--- src/rtl/reg_access_arbiter_if.sv ---
// reg_access_arbiter_if: requester command lanes and register-bank drive for reg_access_arbiter
interface reg_access_arbiter_if #(
  parameter int NUM_REGS = 4,
  parameter int SEL_W    = 2
);
  logic                req_a, req_b;
  logic [3:0]          cmd_a, cmd_b;
  logic [SEL_W-1:0]    sel_a, sel_b;
  logic [15:0]         data_a, data_b;
  logic [NUM_REGS-1:0] e;
  logic [2:0]          fun_sel;
  logic [15:0]         i_data;
  logic                ack_a, ack_b, err, busy;
  modport master (
    output req_a, cmd_a, sel_a, data_a, req_b, cmd_b, sel_b, data_b,
    input  e, fun_sel, i_data, ack_a, ack_b, err, busy
  );
  modport slave (
    input  req_a, cmd_a, sel_a, data_a, req_b, cmd_b, sel_b, data_b,
    output e, fun_sel, i_data, ack_a, ack_b, err, busy
  );
endinterface

--- src/rtl/reg_access_arbiter.sv ---
// reg_access_arbiter: round-robin sharing of a register bank between two requesters, one or two beats per command
module reg_access_arbiter #(
  parameter int NUM_REGS = 4,
  parameter int SEL_W    = 2
) (
  input logic                 clk,
  input logic                 rst,
  reg_access_arbiter_if.slave bus
);
  localparam logic [1:0] IDLE  = 2'd0;
  localparam logic [1:0] BEAT1 = 2'd1;
  localparam logic [1:0] BEAT2 = 2'd2;
  logic [1:0]          state_q, state_d;
  logic                rr_last_q, rr_last_d;
  logic                side_q, side_d;
  logic                split_q, split_d;
  logic [SEL_W-1:0]    sel_q, sel_d;
  logic [7:0]          data_hi_q, data_hi_d;
  logic [NUM_REGS-1:0] e_q, e_d;
  logic [2:0]          fun_sel_q, fun_sel_d;
  logic [15:0]         i_q, i_d;
  logic                ack_a_q, ack_a_d, ack_b_q, ack_b_d, err_q, err_d, busy_q, busy_d;
  logic                gnt_b, fin;
  logic [3:0]          cmd_n;
  logic [SEL_W-1:0]    sel_n;
  logic [15:0]         data_n;
  function automatic logic in_rng(input logic [SEL_W-1:0] s);
    return 32'(s) < NUM_REGS;
  endfunction
  function automatic logic [NUM_REGS-1:0] onehot(input logic [SEL_W-1:0] s);
    return in_rng(s) ? {{(NUM_REGS-1){1'b0}}, 1'b1} << s : '0;
  endfunction
  // rr_last_q=1 means B was granted last, so A wins the next tie
  always_comb begin
    gnt_b     = bus.req_b & (~bus.req_a | ~rr_last_q);
    cmd_n     = gnt_b ? bus.cmd_b : bus.cmd_a;
    sel_n     = gnt_b ? bus.sel_b : bus.sel_a;
    data_n    = gnt_b ? bus.data_b : bus.data_a;
    state_d   = IDLE;
    rr_last_d = rr_last_q;
    side_d    = side_q;
    split_d   = split_q;
    sel_d     = sel_q;
    data_hi_d = data_hi_q;
    e_d       = '0;
    fun_sel_d = 3'b000;
    i_d       = '0;
    fin       = 1'b0;
    if (state_q == IDLE && (bus.req_a || bus.req_b)) begin
      state_d   = BEAT1;
      rr_last_d = gnt_b;
      side_d    = gnt_b;
      split_d   = cmd_n[3];
      sel_d     = sel_n;
      data_hi_d = data_n[15:8];
      e_d       = onehot(sel_n);
      fun_sel_d = cmd_n[3] ? 3'b101 : cmd_n[2:0];
      i_d       = cmd_n[3] ? {8'h00, data_n[7:0]} : data_n;
      fin       = ~cmd_n[3];
    end else if (state_q == BEAT1 && split_q) begin
      state_d   = BEAT2;
      e_d       = onehot(sel_q);
      fun_sel_d = 3'b110;
      i_d       = {8'h00, data_hi_q};
      fin       = 1'b1;
    end
    ack_a_d = fin & ~side_d;
    ack_b_d = fin & side_d;
    err_d   = fin & ~in_rng(sel_d);
    busy_d  = state_d != IDLE;
  end
  always_ff @(posedge clk or posedge rst)
    if (rst) begin
      state_q   <= IDLE;
      rr_last_q <= 1'b1;
      side_q    <= 1'b0;
      split_q   <= 1'b0;
      sel_q     <= '0;
      data_hi_q <= '0;
      e_q       <= '0;
      fun_sel_q <= 3'b000;
      i_q       <= '0;
      ack_a_q   <= 1'b0;
      ack_b_q   <= 1'b0;
      err_q     <= 1'b0;
      busy_q    <= 1'b0;
    end else begin
      state_q   <= state_d;
      rr_last_q <= rr_last_d;
      side_q    <= side_d;
      split_q   <= split_d;
      sel_q     <= sel_d;
      data_hi_q <= data_hi_d;
      e_q       <= e_d;
      fun_sel_q <= fun_sel_d;
      i_q       <= i_d;
      ack_a_q   <= ack_a_d;
      ack_b_q   <= ack_b_d;
      err_q     <= err_d;
      busy_q    <= busy_d;
    end
  assign bus.e       = e_q;
  assign bus.fun_sel = fun_sel_q;
  assign bus.i_data  = i_q;
  assign bus.ack_a   = ack_a_q;
  assign bus.ack_b   = ack_b_q;
  assign bus.err     = err_q;
  assign bus.busy    = busy_q;
endmodule

--- src/flat_wrapper.sv ---
// flat-port wrapper written by rule: the top's interface ports become plain ports
module reg_access_arbiter_flat 
#(
  parameter int NUM_REGS = 4,
  parameter int SEL_W    = 2
)
  (clk, rst, bus_req_a, bus_cmd_a, bus_sel_a, bus_data_a, bus_req_b, bus_cmd_b, bus_sel_b, bus_data_b, bus_e, bus_fun_sel, bus_i_data, bus_ack_a, bus_ack_b, bus_err, bus_busy);
  reg_access_arbiter_if #(.NUM_REGS(NUM_REGS), .SEL_W(SEL_W)) bus_i ();
  input logic clk;
  input logic rst;
  input wire logic [$bits(bus_i.req_a)-1:0] bus_req_a;
  input wire logic [$bits(bus_i.cmd_a)-1:0] bus_cmd_a;
  input wire logic [$bits(bus_i.sel_a)-1:0] bus_sel_a;
  input wire logic [$bits(bus_i.data_a)-1:0] bus_data_a;
  input wire logic [$bits(bus_i.req_b)-1:0] bus_req_b;
  input wire logic [$bits(bus_i.cmd_b)-1:0] bus_cmd_b;
  input wire logic [$bits(bus_i.sel_b)-1:0] bus_sel_b;
  input wire logic [$bits(bus_i.data_b)-1:0] bus_data_b;
  output wire logic [$bits(bus_i.e)-1:0] bus_e;
  output wire logic [$bits(bus_i.fun_sel)-1:0] bus_fun_sel;
  output wire logic [$bits(bus_i.i_data)-1:0] bus_i_data;
  output wire logic [$bits(bus_i.ack_a)-1:0] bus_ack_a;
  output wire logic [$bits(bus_i.ack_b)-1:0] bus_ack_b;
  output wire logic [$bits(bus_i.err)-1:0] bus_err;
  output wire logic [$bits(bus_i.busy)-1:0] bus_busy;
  assign bus_i.req_a = bus_req_a;
  assign bus_i.cmd_a = bus_cmd_a;
  assign bus_i.sel_a = bus_sel_a;
  assign bus_i.data_a = bus_data_a;
  assign bus_i.req_b = bus_req_b;
  assign bus_i.cmd_b = bus_cmd_b;
  assign bus_i.sel_b = bus_sel_b;
  assign bus_i.data_b = bus_data_b;
  assign bus_e = bus_i.e;
  assign bus_fun_sel = bus_i.fun_sel;
  assign bus_i_data = bus_i.i_data;
  assign bus_ack_a = bus_i.ack_a;
  assign bus_ack_b = bus_i.ack_b;
  assign bus_err = bus_i.err;
  assign bus_busy = bus_i.busy;
  reg_access_arbiter #(.NUM_REGS(NUM_REGS), .SEL_W(SEL_W)) u_core (.clk(clk), .rst(rst), .bus(bus_i));
endmodule
--- config.mk ---
export PLATFORM = sky130hd
export DESIGN_NAME = reg_access_arbiter_flat
export DESIGN_NICKNAME = d
export VERILOG_FILES = /design/src/rtl/reg_access_arbiter_if.sv /design/src/rtl/reg_access_arbiter.sv /design/src/flat_wrapper.sv
export SDC_FILE = /design/constraint.sdc
export NUM_CORES = 1
export LEC_CHECK = 0
export ABC_AREA = 1
export CORE_MARGIN = 5
export CORE_UTILIZATION = 46
export DETAILED_ROUTE_END_ITERATION = 16
export GPL_ROUTABILITY_DRIVEN = 0
export PLACE_DENSITY = 0.95
export SYNTH_ARGS = -nofsm -noshare
export SYNTH_HDL_FRONTEND = slang
export SYNTH_SLANG_ARGS = --single-unit
--- constraint.sdc ---
create_clock -name clk -period 4.6 [get_ports clk]
set_clock_uncertainty 0.2 [all_clocks]
set_input_delay 1.38 -clock clk [delete_from_list [all_inputs] [get_ports clk]]
set_output_delay 1.38 -clock clk [all_outputs]
set_load 0.02 [all_outputs]
==> flow_summary.ini, run 1 <==
[worst_setup_path]
r2r_slack_ns = 2.51
cp.arrival_ns = 3.21
reg2reg_depth = 6
crit_chain = clkdlybuf4s50_1, nand2_2, nand2_2, nand2_1, nand3_1, nand2_1, nor2_1
start_kind = input pin
timing.rr.start = u_core.rr_last_q
slowest_stage = clkdlybuf4s50_1
path_class = input pin to flop
critPathMaxStageDelay_ns = 0.46
endpoint_kind = flop
worst-path-max-fanout = 25
r2r_end = u_core.bus.ack_b
cp.required_ns = 4.58

[clocking]
cts.sinks = 41
numCtsBuffers = 5
clock_latency_ns = 0.29
hold_buffers = 0
cts_root_buf = clkbuf_8
postCtsResizedCells = 0
post_cts_buffers = 0
clkTransAtPathRegs_ns = 0.07
max-clock-path-buffers = 2
cts_tree = done
h-tree-depth = 2

[placed_design]
place_hpwl_um = 3540
place_ws_ns = 1.12
dp_cells = 332
port_buffers = 73

[logic_synthesis]
synth_top_family_by_area = simple AND/OR/NAND/NOR gates
synthesis.nets = 267
post_synth_instance_area_um2 = 1850
ys_ff_latch = 41
yosysUniqueCellTypes = 19
synthAdderAreaFrac_pct = 0
synth_seq_area_share_pct = 55.6
netlist_instances = 219
synthSimpleGateAreaFrac_pct = 28.0
synth_compound_area_share_pct = 7.92
yosys_warnings = 0
synth_xor_area_share_pct = 0
synthMuxAreaShare_pct = 0
syn_area_per_cell_um2 = 8.44

[final_layout]
finalNonFillerCells = 340
diodes = 0
mostFrequentLayoutCells = clkdlybuf4s50_1, nand2_1, dfrtp_1, nand3_1, inv_1
fillers = 310
drive_gt1_share_pct = 5.52
num-nets-final = 337
mostFrequentLayoutCell = clkdlybuf4s50_1
synthToLayoutAreaGrowth_pct = 45.2

[hold_path]
min-delay-start = u_core.rr_last_q
min_path_type = flop to flop
min_to = u_core.rr_last_q
hold_depth = 2

[grt]
overflow = 0
grt.total_usage_pct = 19.6
antenna_found_initial = 0
grt_pass1_vias = 1699
grt_max_degree = 27
grt_pass1_wl_um = 8000

[power]
powerDensity_nw_per_um2 = 548
ir_drop_uv = 282
p_total_mw = 1.47
total_leakage_power_nw = 1.31

[outcome]
outcome = finished clean

[sta]
relSlewSlack_pct = 37.5
setup_viol = 0
slew_violations = 0
rsz0062_at_grt = false
fin_setup_tns_ns = 0
worst_slack_ns = 1.37
tightestPinTransition_ns = 0.937
hold_viol = 0
fin_crit_sh_pct = 70.1
max_freq_ghz = 0.310
hold_slack_ns = 0.276
post-route-min-period_ns = 3.23

[floorplan]
fp.dieArea_um2 = 5390
die_w_um = 73.4
num_io_pins = 75
core_area_um2 = 3940
die_y_um = 73.4
start_util_pct = 46.9
rows = 23

[drt]
viasPerCell = 5.09
dr.pass1.iters = 4
drtIter0Drc = 243
avgRoutedWirePerCell_um = 14.5
final_antenna_net_count = 0
vias = 1732
routed_wl_um = 4930
drcViolationCount = 0

[flow_run]
cap_violations = 0
==> area by class of cell <==
class / instances / area, µm² / share of cell area (%)
flip-flops and latches: 41 / 1030 / 38.3
repair buffers: 75 / 746 / 27.8
clock buffers: 6 / 82.6 / 3.08
clock inverters: 2 / 13.8 / 0.513
multi-input cells: 144 / 668 / 24.9
well taps: 50 / 62.6 / 2.33
inverters: 22 / 82.6 / 3.08
==> metal layers <==
metal	vias up	global-route usage, %	routed length (µm)
met5	-	0	0
met4	0	7.24	86
met3	12	4.38	422
met2	88	32.1	2460
met1	796	25.5	1970
li1	836	-	-
==> metrics by stage <==
stage                     util (%)  instance area [µm²]
after floorplan                  -                 1850
after global placement        65.6                 2590
after detailed placement      65.6                 2590
after CTS                     68.0                 2680
after global routing          68.0                 2680
final                         68.0                 2680
==> kinds of logic after synthesis <==
| group | count (synthesis) |
|---|---|
| flops | 41 |
| compound gates | 28 |
| other cells | 1 |
| simple gates | 115 |
| buf+inv | 34 |
==> flip-flops by register name (all words and copies together), names as in the netlist <==
register,cells
u_core.bus.ack_a,1
u_core.sel_q,2
u_core.data_hi_q,8
u_core.side_q,1
u_core.split_q,1
u_core.bus.fun_sel,3
u_core.state_q,2
u_core.bus.busy,1
u_core.bus.e,4
u_core.bus.ack_b,1
u_core.rr_last_q,1
u_core.bus.i_data,16
==> cells in the mapped netlist (all sizes together) <==
cell    instances  area (µm²)
a21oi           8        40.0
nand3          26         130
dfrtp          40        1000
buf            10        62.6
o21ai          19        98.9
dfstp           1        26.3
nand3b         11        82.6
inv            22        82.6
nor2           13        56.3
conb            1        3.75
nand2          65         249
clkbuf          2        7.51
o211ai          1        7.51
==> report_power, final <==
part	leakage [nW]	internal [mW]	total [mW]	switching, mW
clock	0.0512	0.121	0.243	0.122
combinational	0.734	0.264	0.656	0.391
sequential	0.521	0.506	0.572	0.0657
total	1.31	0.892	1.47	0.579
==> critical path, delay by kind of cell <==
kind	cells	cell delay (ns)
and+or+nand+nor	6	1.37
buffers and inverters	1	0.46
==> how the worst max path moves through the flow <==
stage | start | endpoint | slack [ns] | cells after the start
2_1_floorplan | rst | u_core.bus.ack_a | 2.08 | 1
3_3_place_gp | bus_req_a | u_core.bus.i_data[11] | 1.21 | 7
3_5_place_dp | bus_req_a | u_core.bus.i_data[9] | 1.12 | 7
4_1_cts | bus_req_a | u_core.bus.ack_a | 1.41 | 7
5_1_grt | bus_req_a | u_core.bus.ack_b | 1.21 | 7
6_report | bus_req_a | u_core.bus.ack_a | 1.37 | 7
Note: power is estimated with default switching activity, not from simulation.
==> inputs of run 2 (changes only) <==
--- a/config.mk
+++ b/config.mk
@@ -7,10 +7,10 @@
 export LEC_CHECK = 0
 export ABC_AREA = 1
 export CORE_MARGIN = 5
-export CORE_UTILIZATION = 46
+export CORE_UTILIZATION = 39
 export DETAILED_ROUTE_END_ITERATION = 16
 export GPL_ROUTABILITY_DRIVEN = 0
-export PLACE_DENSITY = 0.95
+export PLACE_DENSITY = 0.86
 export SYNTH_ARGS = -nofsm -noshare
 export SYNTH_HDL_FRONTEND = slang
 export SYNTH_SLANG_ARGS = --single-unit
==> constraint.sdc (replaced) <==
create_clock -name clk -period 2.7 [get_ports clk]
set_clock_uncertainty 0.2 [all_clocks]
set_input_delay 0.81 -clock clk [delete_from_list [all_inputs] [get_ports clk]]
set_output_delay 0.81 -clock clk [all_outputs]
set_load 0.02 [all_outputs]
==> flow_summary.ini, run 2 (synthesis gave the netlist of run 1 again) <==
[power]
pwr-share-seq_pct = 36.6
total_leakage_power_nw = 1.35
p_total_mw = 2.65
p_switching_mw = 0.983
clockPowerShare_pct = 19.4
combPwrFrac_pct = 43.9
p_sw_share_pct = 37.2
ir_drop_uv = 582
powerDensity_nw_per_um2 = 953
p_int_mw = 1.66

[placed_design]
place_ws_ns = 0.230
dp_cells = 343
place_hpwl_um = 3600
placed_area_um2 = 2660
port_buffers = 73

[floorplan]
rows = 25
num_io_pins = 75
die_w_um = 78.8
start_util_pct = 39.7
die_y_um = 78.8
fp.dieArea_um2 = 6210
core_area_um2 = 4660

[final_layout]
diodes = 0
largest_register_ffs = 16
regArea_um2 = 1030
mostFrequentLayoutCell = clkdlybuf4s50_1
fillers = 389
fin_area_um2 = 2780
num-nets-final = 344
synthToLayoutAreaGrowth_pct = 50.2
finalNonFillerCells = 351
drive_gt1_share_pct = 7.74
mostFrequentLayoutCells = clkdlybuf4s50_1, nand2_1, dfrtp_1, nand3_1, inv_1
final_util_pct = 59.6
multiInputGateArea_um2 = 668

[grt]
grt_pass1_wl_um = 7490
antenna_found_initial = 0
grt.total_usage_pct = 15.5
overflow = 0
grt_max_degree = 42
grt_pass1_vias = 1641

[clocking]
cts.sinks = 41
post_cts_buffers = 0
h-tree-depth = 2
hold_buffers = 0
clock_latency_ns = 0.30
numCtsBuffers = 5
postCtsResizedCells = 0
max-clock-path-buffers = 2
cts_root_buf = clkbuf_8
cts_tree = done
clkTransAtPathRegs_ns = 0.08

[worst_setup_path]
crit_chain = clkdlybuf4s50_1
critPathMaxStageDelay_ns = 0.61
start_kind = flop
crit_buf_inv = 1
timing.rr.start = u_core.rr_last_q
r2r_end = u_core.bus.ack_a
cp_top_family = buffers and inverters
startpoint = u_core.bus.i_data[9]
crit_end = bus_i_data[9]
r2r_slack_ns = 1.11
path_class = flop to output pin
slowest_stage = clkdlybuf4s50_1
cp.arrival_ns = 1.25
reg2reg_depth = 6
endpoint_kind = output pin
cp.required_ns = 1.69
worst-path-max-fanout = 1
path_depth = 1

[flow_run]
cap_violations = 0

[drt]
routed_wl_um = 4690
final_antenna_net_count = 0
viasPerCell = 4.86
drcViolationCount = 0
drtIter0Drc = 92
dr.pass1.iters = 4
avgRoutedWirePerCell_um = 13.4
vias = 1705

[sta]
hold_slack_ns = 0.270
post-route-min-period_ns = 2.26
fin_setup_tns_ns = 0
hold_viol = 0
worst_slack_ns = 0.440
slew_violations = 0
setup_viol = 0
max_freq_ghz = 0.442
rsz0062_at_grt = false
fin_crit_sh_pct = 83.7

[hold_path]
hold_depth = 2
min_path_type = flop to flop

[outcome]
outcome = finished clean
-- run 2: cell count changes in the layout (fill, tap and decap cells not counted) --
cell | previous run | this run
buf_4 | 2 | 8
buf_12 | 0 | 1
clkinv_2 | 1 | 0
bufinv_16 | 0 | 1
clkinvlp_4 | 0 | 1
clkinv_4 | 1 | 0
-- run 2: how the worst min path moves through the flow --
stage | startpoint | slack (ns) | endpoint
floorplan | u_core.rr_last_q | 0.25 | u_core.rr_last_q
global placement | u_core.rr_last_q | 0.26 | u_core.rr_last_q
detailed placement | u_core.rr_last_q | 0.26 | u_core.rr_last_q
CTS | u_core.rr_last_q | 0.27 | u_core.rr_last_q
global route | u_core.rr_last_q | 0.30 | u_core.rr_last_q
finish | u_core.rr_last_q | 0.27 | u_core.rr_last_q
-- run 2: cell type report --
cell class / instances / area share, %
inverter: 22 / 2.97
timing repair buffer: 82 / 29.2
tap: 54 / 2.43
sequential: 41 / 37.0
clock inverter: 2 / 1.35
multi-input combinational: 144 / 24.1
clock buffer: 6 / 2.97
-- run 2: per-layer routing --
layer  routed length, µm  track usage [%]  vias up  share of wire (%)
met5                   0                0        -                  0
met4                  70             6.53        0                1.5
met3                 304             4.42        4                6.5
met2                2370             25.7       55                 50
met1                1950             18.9      799                 42
li1                    -                -      847                  -
-- run 2: power by group through the flow --
stage	combinational (mW)	clock [mW]	sequential, mW
global placement	1.14	0	0.974
floorplan	0.521	0	1.12
finish	1.16	0.514	0.969
detailed placement	1.17	0	0.976
global route	1.29	0.544	0.995
CTS	1.17	0.520	0.967
==> inputs of run 3 (changes only) <==
--- a/config.mk
+++ b/config.mk
@@ -7,10 +7,10 @@
 export LEC_CHECK = 0
 export ABC_AREA = 1
 export CORE_MARGIN = 5
-export CORE_UTILIZATION = 39
+export CORE_UTILIZATION = 43
 export DETAILED_ROUTE_END_ITERATION = 16
 export GPL_ROUTABILITY_DRIVEN = 0
-export PLACE_DENSITY = 0.86
+export PLACE_DENSITY = 0.9
 export SYNTH_ARGS = -nofsm -noshare
 export SYNTH_HDL_FRONTEND = slang
 export SYNTH_SLANG_ARGS = --single-unit
==> constraint.sdc (replaced) <==
create_clock -name clk -period 2.18 [get_ports clk]
set_clock_uncertainty 0.2 [all_clocks]
set_input_delay 0.654 -clock clk [delete_from_list [all_inputs] [get_ports clk]]
set_output_delay 0.654 -clock clk [all_outputs]
set_load 0.02 [all_outputs]
==> flow_summary.ini, run 3 (synthesis gave the netlist of run 1 again) <==
[sta]
fin_setup_tns_ns = 0
fin_crit_sh_pct = 97.5
hold_slack_ns = 0.282
max_freq_ghz = 0.470
rsz0062_at_grt = false
hold_viol = 0
worst_slack_ns = 0.0538
setup_viol = 0
slew_violations = 0
post-route-min-period_ns = 2.13

[clocking]
postCtsResizedCells = 0
numCtsBuffers = 5
clock_latency_ns = 0.30
h-tree-depth = 2
cts_tree = done
cts_root_buf = clkbuf_8
post_cts_buffers = 0
cts.sinks = 41
hold_buffers = 0
max-clock-path-buffers = 2
clkTransAtPathRegs_ns = 0.08

[worst_setup_path]
timing.rr.start = u_core.rr_last_q
path_class = flop to output pin
crit_buf_inv = 1
cp.arrival_ns = 1.27
cp.required_ns = 1.33
r2r_slack_ns = 0.68
startpoint = u_core.bus.i_data[10]
slowest_stage = clkdlybuf4s50_1
endpoint_kind = output pin
worst-path-max-fanout = 1
cp_top_family = buffers and inverters
start_kind = flop
critPathMaxStageDelay_ns = 0.61
crit_chain = clkdlybuf4s50_1

[final_layout]
mostFrequentLayoutCells = clkdlybuf4s50_1, nand2_1, dfrtp_1, nand3_1, inv_1
num-nets-final = 346
multiInputGateArea_um2 = 668
finalNonFillerCells = 349
fin_area_um2 = 2810
drive_gt1_share_pct = 8.36
fillers = 317
synthToLayoutAreaGrowth_pct = 51.9
largest_register_ffs = 16
final_util_pct = 68.7
regArea_um2 = 1030
mostFrequentLayoutCell = clkdlybuf4s50_1
diodes = 0

[drt]
avgRoutedWirePerCell_um = 13.6
dr.pass1.iters = 4
drcViolationCount = 0
drtIter0Drc = 109
wl_met1_um = 1820
viasPerCell = 4.91
routed_wl_um = 4750
final_antenna_net_count = 0
route.met3.wl_um = 480
top_layer_used = met4
vias = 1712
wl_met2_um = 2330

[power]
ir_drop_uv = 526
powerDensity_nw_per_um2 = 1170
p_total_mw = 3.29
total_leakage_power_nw = 1.36

[floorplan]
fp.dieArea_um2 = 5710
start_util_pct = 45.2
rows = 23
die_w_um = 75.6
num_io_pins = 75
die_y_um = 75.6
core_area_um2 = 4090

[grt]
grt.total_usage_pct = 18.2
grt_pass1_wl_um = 7630
grt_pass1_vias = 1724
grt_max_degree = 42
antenna_found_initial = 0
overflow = 0

[placed_design]
placed_area_um2 = 2690
port_buffers = 73
place_ws_ns = -0.0158
dp_cells = 341
place_hpwl_um = 3520

[hold_path]
min-delay-start = u_core.rr_last_q
min_path_type = flop to flop

[flow_run]
cap_violations = 0

[outcome]
outcome = finished clean
## run 3: cell count changes in the layout (fill, tap and decap cells not counted), sizes merged
cell and delta:
inv -1, clkinv +2, clkbuf -1, buf +2
## run 3: layout make-up
cell class / instances / area share, %
flip-flops and latches: 41 / 36.6
repair buffers: 84 / 30.3
multi-input cells: 144 / 23.8
inverters: 22 / 2.94
clock buffers: 5 / 2.45
well taps: 50 / 2.23
clock inverters: 3 / 1.65
## run 3: final timing paths
path,cells after the start,endpoint
min in group asynchronous,3,u_core.bus.ack_a
max reg2reg,6,u_core.data_hi_q[4]
max in group asynchronous,3,u_core.rr_last_q
min,2,u_core.rr_last_q
min reg2reg,2,u_core.rr_last_q
max,1,bus_i_data[10]
## run 3: tightest hold or removal path: stages, from the launching register on
cell     delay [ns]
dfstp_2        0.38
nand2_1        0.06
nand2_1        0.05
## run 3: per-layer routing
metal,track usage (%),up-vias
met4,8.74,0
li1,-,849
met1,20.6,787
met2,31.3,67
met5,0,-
met3,5.28,9
## run 3: power by group
part	total (mW)	internal (mW)	switching, mW
clock network	0.624	0.343	0.282
logic	1.48	0.642	0.835
registers	1.19	1.07	0.123
total	3.29	2.05	1.24
